File: src/rtl/ahb_pkg.sv
// AHB protocol constants shared with the master interface, plus the read-lane extractor.
package ahb_pkg;

    localparam logic [1:0] HTRANS_IDLE = 2'b00;
    localparam logic [1:0] HTRANS_BUSY = 2'b01;
    localparam logic [1:0] HTRANS_NSEQ = 2'b10;
    localparam logic [1:0] HTRANS_SEQ  = 2'b11;

    localparam logic [2:0] HSIZE_B8  = 3'b000;
    localparam logic [2:0] HSIZE_B16 = 3'b001;
    localparam logic [2:0] HSIZE_B32 = 3'b010;

    localparam logic [2:0] HBURST_SINGLE = 3'b000;
    localparam logic [2:0] HBURST_INCR   = 3'b001;
    localparam logic [2:0] HBURST_WRAP4  = 3'b010;
    localparam logic [2:0] HBURST_INCR4  = 3'b011;
    localparam logic [2:0] HBURST_WRAP8  = 3'b100;
    localparam logic [2:0] HBURST_INCR8  = 3'b101;
    localparam logic [2:0] HBURST_WRAP16 = 3'b110;
    localparam logic [2:0] HBURST_INCR16 = 3'b111;

    localparam int unsigned DATA_W = 32;

    // Zero-extended byte/halfword lane; unknown sizes are treated as a full word.
    function automatic logic [DATA_W-1:0] lane_extract(input logic [DATA_W-1:0] data,
                                                       input logic [1:0] lane,
                                                       input logic [2:0] size);
        logic [DATA_W-1:0] res;
        res = data;
        if (size == HSIZE_B8) begin
            case (lane)
                2'd0:    res = {24'h0, data[7:0]};
                2'd1:    res = {24'h0, data[15:8]};
                2'd2:    res = {24'h0, data[23:16]};
                default: res = {24'h0, data[31:24]};
            endcase
        end else if (size == HSIZE_B16) begin
            res = lane[1] ? {16'h0, data[31:16]} : {16'h0, data[15:0]};
        end
        return res;
    endfunction

endpackage

File: src/rtl/rdbuf_fifo.sv
// Register-array FIFO holding extracted read beats; show-ahead head on rdata.
module rdbuf_fifo
    import ahb_pkg::*;
#(
    parameter int unsigned DEPTH = 16,
    parameter int unsigned AW    = 4
) (
    input  logic              clk,
    input  logic              rst,
    input  logic              flush,
    input  logic              push,
    input  logic              pop,
    input  logic [DATA_W-1:0] wdata,
    output logic [DATA_W-1:0] rdata,
    output logic [AW:0]       level,
    output logic              full,
    output logic              empty
);

    logic [DATA_W-1:0] mem [DEPTH];
    logic [AW-1:0]     wr_ptr;
    logic [AW-1:0]     rd_ptr;

    // Storage array carries no reset; occupancy is tracked by level alone.
    always_ff @(posedge clk) begin
        if (push && !flush) begin
            mem[wr_ptr] <= wdata;
        end
    end

    always_ff @(posedge clk or posedge rst) begin
        if (rst) begin
            wr_ptr <= '0;
            rd_ptr <= '0;
            level  <= '0;
        end else if (flush) begin
            wr_ptr <= '0;
            rd_ptr <= '0;
            level  <= '0;
        end else begin
            if (push) wr_ptr <= wr_ptr + AW'(1);
            if (pop)  rd_ptr <= rd_ptr + AW'(1);
            case ({push, pop})
                2'b10:   level <= level + (AW+1)'(1);
                2'b01:   level <= level - (AW+1)'(1);
                default: level <= level;
            endcase
        end
    end

    assign rdata = mem[rd_ptr];
    assign full  = (level == (AW+1)'(DEPTH));
    assign empty = (level == '0);

endmodule

File: src/rtl/ahb_rdbuf.sv
// AHB read-data input buffer: tracks the address/data pipeline and queues the
// addressed lane of each completed read beat for the rotate core.
module ahb_rdbuf
    import ahb_pkg::*;
#(
    parameter int unsigned DEPTH    = 16,
    parameter int unsigned AW       = 4,
    parameter int unsigned AFULL_TH = 12
) (
    input  logic              I_RDBUF_HCLK,
    input  logic              I_RDBUF_HRESET,
    input  logic              I_RDBUF_RESET,
    input  logic [1:0]        I_RDBUF_HTRANS,
    input  logic [1:0]        I_RDBUF_HADDR,
    input  logic [2:0]        I_RDBUF_HSIZE,
    input  logic              I_RDBUF_HWRITE,
    input  logic              I_RDBUF_HREADY,
    input  logic [DATA_W-1:0] I_RDBUF_HRDATA,
    input  logic              I_RDBUF_POP,
    output logic [DATA_W-1:0] O_RDBUF_DATA,
    output logic              O_RDBUF_VALID,
    output logic              O_RDBUF_FULL,
    output logic              O_RDBUF_AFULL,
    output logic [AW:0]       O_RDBUF_LEVEL,
    output logic              O_RDBUF_OVF
);

    logic              pend;
    logic [1:0]        lane;
    logic [2:0]        size;
    logic              ovf;
    logic              read_req;
    logic              beat;
    logic              pop_ok;
    logic              push;
    logic [DATA_W-1:0] head;
    logic [AW:0]       level;
    logic              full;
    logic              empty;

    assign read_req = ((I_RDBUF_HTRANS == HTRANS_NSEQ) || (I_RDBUF_HTRANS == HTRANS_SEQ))
                      && !I_RDBUF_HWRITE;
    assign beat     = pend && I_RDBUF_HREADY;
    assign pop_ok   = I_RDBUF_POP && !empty;
    // A full queue still accepts a beat when the head leaves in the same cycle.
    assign push     = beat && (!full || pop_ok) && !I_RDBUF_RESET;

    // Address-phase tracker; wait states hold the pending data phase.
    always_ff @(posedge I_RDBUF_HCLK or posedge I_RDBUF_HRESET) begin
        if (I_RDBUF_HRESET) begin
            pend <= 1'b0;
            lane <= '0;
            size <= '0;
            ovf  <= 1'b0;
        end else if (I_RDBUF_RESET) begin
            pend <= 1'b0;
            lane <= '0;
            size <= '0;
            ovf  <= 1'b0;
        end else begin
            if (I_RDBUF_HREADY) begin
                pend <= read_req;
                if (read_req) begin
                    lane <= I_RDBUF_HADDR;
                    size <= I_RDBUF_HSIZE;
                end
            end
            if (beat && full && !pop_ok) begin
                ovf <= 1'b1;
            end
        end
    end

    rdbuf_fifo #(
        .DEPTH (DEPTH),
        .AW    (AW)
    ) u_fifo (
        .clk   (I_RDBUF_HCLK),
        .rst   (I_RDBUF_HRESET),
        .flush (I_RDBUF_RESET),
        .push  (push),
        .pop   (pop_ok),
        .wdata (lane_extract(I_RDBUF_HRDATA, lane, size)),
        .rdata (head),
        .level (level),
        .full  (full),
        .empty (empty)
    );

    // Status is decoded from the registered level; stale array contents are masked.
    assign O_RDBUF_DATA  = empty ? '0 : head;
    assign O_RDBUF_VALID = !empty;
    assign O_RDBUF_FULL  = full;
    assign O_RDBUF_AFULL = (level >= (AW+1)'(AFULL_TH));
    assign O_RDBUF_LEVEL = level;
    assign O_RDBUF_OVF   = ovf;

endmodule
File: config.mk
export PLATFORM = sky130hd
export DESIGN_NAME = ahb_rdbuf
export DESIGN_NICKNAME = d
export VERILOG_FILES = /design/src/rtl/ahb_pkg.sv /design/src/rtl/rdbuf_fifo.sv /design/src/rtl/ahb_rdbuf.sv
export SDC_FILE = /design/constraint.sdc
export NUM_CORES = 1
export LEC_CHECK = 0
export CORE_MARGIN = 2
export CORE_UTILIZATION = 50
export CTS_BUF_LIST = sky130_fd_sc_hd__clkbuf_4
export DETAILED_ROUTE_END_ITERATION = 6
export GPL_TIMING_DRIVEN = 0
export PLACE_DENSITY_LB_ADDON = 0.3
export SETUP_SLACK_MARGIN = 0.3
export SLEW_MARGIN = 20
export SYNTH_ARGS = -nofsm -noshare
export SYNTH_HDL_FRONTEND = slang
export SYNTH_HIERARCHICAL = 1
export SYNTH_SLANG_ARGS = --single-unit
File: constraint.sdc
create_clock -name I_RDBUF_HCLK -period 10.9 [get_ports I_RDBUF_HCLK]
set_input_delay 2.18 -clock I_RDBUF_HCLK [delete_from_list [all_inputs] [get_ports I_RDBUF_HCLK]]
set_output_delay 2.18 -clock I_RDBUF_HCLK [all_outputs]
set_load 0.01 [all_outputs]
# After elaboration in Yosys (flattened, before gate mapping)
# Memories as Yosys holds them, arrays and structs flattened.
# Cells that the tools add are included.
# word_totals
ram_bits,512
elab_cells,69
register_bits,20
mem_count,1
# memory_table
name,depth,word_bits,rd,rd_clocked_by_memory_dff,wr,line,text
u_fifo.mem,16,32,1,0,1,rdbuf_fifo.sv:20,logic [DATA_W-1:0] mem [DEPTH];
# classes
mux,23
magnitude_cmp,1
add_sub_neg,4
n_reduce_logical,25
n_eq_ne,8
# ops
cell,count
32-bit 2-to-1 mux,3
8-bit case mux with 3 select lines,1
16-bit 2-to-1 mux,1
4-bit 2-to-1 mux,4
5-bit case mux with 2 select lines,1
2-bit nonzero test,5
3-bit 2-to-1 mux,3
"4-bit by 1-bit adder with 4-bit output, second input constant",2
"2-bit equality test, second input constant",4
1-bit logical AND,8
1-bit 2-to-1 mux,6
2-bit 2-to-1 mux,3
"5-bit by 1-bit adder with 5-bit output, second input constant",1
"5-bit equality test, second input constant",1
"5-bit by 4-bit >= comparator with 1-bit output, second input constant",1
1-bit zero test,5
5-bit zero test,1
5-bit 2-to-1 mux,1
"5-bit by 1-bit subtractor with 5-bit output, second input constant",1
"2-bit by 1-bit equality test with 1-bit output, second input constant",2
"3-bit by 1-bit equality test with 1-bit output, second input constant",1
3-bit zero test,1
3-bit nonzero test,1
2-bit zero test,1
2 further kinds,3

# Depth between registers and ports, before layout
# Gate-level depths: netlist of run 1.
# depth
depth_word,9
depth_mapped,14
mapped_depth_nobuf,12

# Hierarchy
# Netlist of run 1, hierarchy kept.
# by_module_without_submodules
mod,cells_each,seq_area_each_um2,area_each_um2,n_inst
rdbuf_fifo,817,15700.1,20100.5,1
ahb_rdbuf,169,175.2,1341.3,1

# Worst setup path before layout of run 1
# Ideal clock, no wire load.
# synth_path
path_kind,input port to flip-flop
startpoint,input port I_RDBUF_RESET
endpoint,memory u_fifo.mem[0][0] (enable)
slack_ps,5748
setup_time_ps,421
stages,5
arrival_time_ps,4731
path_cell_list,buf_1 a211oi_1 clkbuf_1 or3b_2 nor2_1
# synth_between
elab_chain_cells,5
# synth_rtl
item,line,text
start: declaration,ahb_rdbuf.sv:12,"input logic I_RDBUF_RESET,"
1-bit zero test,ahb_rdbuf.sv:46,assign push = beat && (!full || pop_ok) && !I_RDBUF_RESET;
1-bit logical AND,ahb_rdbuf.sv:46,
named net push,ahb_rdbuf.sv:35,logic push;
1-bit logical AND,rdbuf_fifo.sv:26,if (push && !flush) begin
1-bit 2-to-1 mux,rdbuf_fifo.sv:26,
1-bit 2-to-1 mux (not written as such),rdbuf_fifo.sv:27,mem[wr_ptr] <= wdata;
end: declaration,rdbuf_fifo.sv:20,
# The timed path passes the listed nets, and every way through them passes these cells.

# Final worst setup path of run 1
# layout_path
startpoint,register u_fifo.rd_ptr[1]
endpoint,output port O_RDBUF_DATA[0]
# layout_between
elab_chain_cells,2
# layout_rtl
item,line,text
start: declaration,rdbuf_fifo.sv:22,logic [AW-1:0] rd_ptr;
start signal: assignment,rdbuf_fifo.sv:42,if (pop) rd_ptr <= rd_ptr + AW'(1);
memory read 16 x 32 bit,--,
named net head[0],ahb_rdbuf.sv:36,logic [DATA_W-1:0] head;
32-bit 2-to-1 mux,ahb_rdbuf.sv:91,assign O_RDBUF_DATA = empty ? '0 : head;
end: declaration,ahb_rdbuf.sv:20,"output logic [DATA_W-1:0] O_RDBUF_DATA,"
# The timed path passes the listed nets, and every way through them passes these cells.

==> flow_summary.yaml, run 1 <==
run_status:
  status: "finished clean"
setup_path:
  cp-end-kind: "output port"
  crit_fanout: 10
  required_ps: 8720
  start_kind: "flop"
  arrival_ps: 4120
  worstSetupPathType: "reg -> out"
cells_and_area:
  final_common_cell: "edfxtp_1"
  syn_to_final_growth_pct: 17.8
  seq_area_um2: 15900
  multi_input_area_um2: 5250
  final_cell_mix: "512 x edfxtp_1, 177 x clkbuf_4, 168 x mux4_2"
  nFillCells: 2987
  drive_gt1_frac: 0.327
  layout.nets: 1279
route:
  routedWlPerCell_um: 27.7
  routed_wl_um: 51100
  drt-initial-drc-count: 1299
  vias: 11300
  avgViaCountPerCell: 6.10
  drc_errors: 0
  dr.pass1.iters: 5
  drtAntennaViolNets: 0
power:
  combPwrFrac: 0.251
  p_int_mw: 3.83
  vdd_ir_drop_max_mv: 0.145
  swShare: 0.266
  power_leakage_nw: 7.96
  powerDensity_nw_per_um2: 207
  seqPwrFrac: 0.436
  switching_power_mw: 1.39
  clkPwrFrac: 0.313
global_routing:
  grt_first_pass_wirelength_um: 74200
  use_met1: 0.343
  use_met3: 0.0532
  grt_pass1_vias: 11600
  grt_max_degree: 19
  busiest_layer: "met2"
  gr-total-overflow: 0
  antenna_found_initial: 1
  grt_usage: 0.237
  grt_use_met2: 0.359
timing:
  fin_skew_ps: 57.4
  post-route-min-period_ps: 6300
  report.final.slew_viol_count: 0
  grt_setup_unrepaired: "no"
  setup_viol: 0
  tightest_slew_ps: 1010
  whs_ps: 554
  fin_setup_tns_ps: 0
  slew_headroom: 0.330
  max_freq_mhz: 159
  fin_crit_sh: 0.578
  finalHoldViolCount: 0
synth:
  synth.distinct_cells: 39
  yosys_warnings: 6
  ys_seq_elements: 532
  postSynthNetCount: 1038
  synth.avg_cell_area_um2: 21.7
  syn_area_um2: 21400
  seq_area_frac_synth: 0.740
  synth_top_area_frac: 0.717
  synth-edff-count: 512
  ys.flop_type: "edfxtp_1"
  synth_area_leader_cell: "edfxtp_1"
  synthArstFlopShare: 0.0376
  synth_top_cells_by_area: "edfxtp_1 72%, mux4_2 18%, dfrtp_1 2.3%"
  synthCells: 986
floorplanning:
  core-area_um2: 42100
  num_rows: 75
  die_w_um: 211
  die_area_um2: 44600
  io_pins: 86
  initial_core_util: 0.509
  die_h_um: 211
min_path:
  hp-class: "reg -> reg"
place:
  port_buffers: 83
  dp_hpwl_um: 32600
  gp_congestion: 0.846
cts:
  hold_buffers: 0
  clockBufferDepth: 3
  clk_latency_ps: 830
  cts_buffers: 134
  cts-root-buf: "clkbuf_4"
  path_clk_slew_ps: 60
  cts_tree: "built"
  clkSinkCount: 532
  h-tree-depth: 4
  post-cts-setup-buffers: 0
  cts_resized: 0
run:
  maxCapViolCount: 0
[registers in the layout, indices dropped and copies added (netlist names)]
name	flops
u_fifo/level	5
lane	2
size	3
u_fifo/mem	512
O_RDBUF_OVF	1
u_fifo/rd_ptr	4
u_fifo/wr_ptr	4
pend	1
[worst max-delay path: stages, from the launching register on]
cell and delay [ps]:
dfrtp_1 460, clkbuf_1 460, buf_1 760, mux4_2 440, mux4_2 500, nor2b_1 150, clkdlybuf4s50_1 510
[power groups by stage]
stage                     logic (mW)  registers (mW)  clock network [mW]
after CTS                       1.33            2.28                1.67
final                           1.31            2.28                1.64
after global routing            1.40            2.28                1.77
after floorplan                0.841            2.32                   0
after detailed placement        1.33            2.32                   0
after global placement          1.32            2.32                   0
[final timing paths]
| kind | start | endpoint | slack, ps | cells past startpoint |
|---|---|---|---|---|
| setup / recovery | u_fifo/rd_ptr[1]$_DFFE_PP0P_ | O_RDBUF_DATA[0] | 4600 | 6 |
| hold / removal | O_RDBUF_OVF$_DFFE_PP0P_ | O_RDBUF_OVF$_DFFE_PP0P_ | 550 | 2 |
| min in group asynchronous | I_RDBUF_HRESET | pend$_DFFE_PP0P_ | 1640 | 2 |
| setup reg to reg | u_fifo/level[1]$_DFFE_PP0P_ | u_fifo/mem[1][12]$_DFFE_PP_ | 7050 | 8 |
| max in group asynchronous | I_RDBUF_HRESET | u_fifo/level[4]$_DFFE_PP0P_ | 8710 | 2 |
| hold reg to reg | O_RDBUF_OVF$_DFFE_PP0P_ | O_RDBUF_OVF$_DFFE_PP0P_ | 550 | 2 |
[cell type report]
type	instances	share of cell area
Buffer	59	0.0163
Multi-Input combinational cell	388	0.208
Timing Repair Buffer	105	0.0545
Tap cell	539	0.0267
Clock inverter	40	0.0123
Antenna cell	1	0.0000991
Clock buffer	177	0.0526
Sequential cell	532	0.629
Inverter	7	0.00104
[Yosys cell counts (2+ instances only)]
cell type,instances
mux2i_1,8
buf_1,10
nand3_1,19
buf_2,6
nor2_1,38
buf_4,2
dfrtp_1,20
ha_1,7
nand2b_1,8
clkbuf_8,4
nand4_1,18
clkbuf_1,22
mux4_2,168
xnor2_1,4
nand3b_1,19
buf_6,14
nand2_1,15
xor2_1,5
nor2b_1,35
o21ai_0,11
and3b_1,2
a21oi_1,3
inv_1,6
edfxtp_1,512
and2_1,16
[through the flow]
step                      power (mW)  std cells  cell area, um2   util  worst slack (ps)
after floorplan                 3.16        986           21400      -              5750
after global placement          3.64       1608           22900  0.545              3250
after detailed placement        3.65       1630           23600  0.560              5450
after CTS                       5.28       1847           25300  0.599              4540
after global routing            5.45       1848           25300  0.599              4480
final                           5.22       1848           25300  0.599              4600
[cells by family (layout without fill, tap and decap cells)]
| group | count (synthesis) | count (layout) | share of synthesized area |
|---|---|---|---|
| flops | 532 | 532 | 0.740 |
| mux | 177 | 177 | 0.181 |
| simple gates | 173 | 173 | 0.0446 |
| buf+inv | 66 | 388 | 0.0204 |
| compound gates | 22 | 22 | 0.00613 |
| xor+xnor | 9 | 9 | 0.00368 |
| fa+ha+maj | 7 | 7 | 0.00408 |
| other cells | 0 | 1 | 0 |
[routing by layer]
layer | vias to the layer above | part of all wire | routed length [um]
met5 | - | 0 | 0
met4 | 0 | 0.022 | 1120
met3 | 82 | 0.093 | 4730
met2 | 648 | 0.47 | 24200
met1 | 5886 | 0.41 | 21100
li1 | 4661 | - | -
Note: power is estimated with default switching activity, not from simulation.
==> run 2, diff against run 1 <==
- clock period: 10.9 -> 6.4 ns (I/O delays scaled with it)
==> results of run 2 <==
The final DEF is identical to that of run 1. Status: finished clean.
Main changes from that run: setup slack after placement 5450 ps -> 1850 ps; setup slack after layout 4600 ps -> 1000 ps; register-to-register setup slack 7050 ps -> 2550 ps; total power 5.22 mW -> 8.89 mW; worst IR drop on VDD 0.145 mV -> 0.247 mV
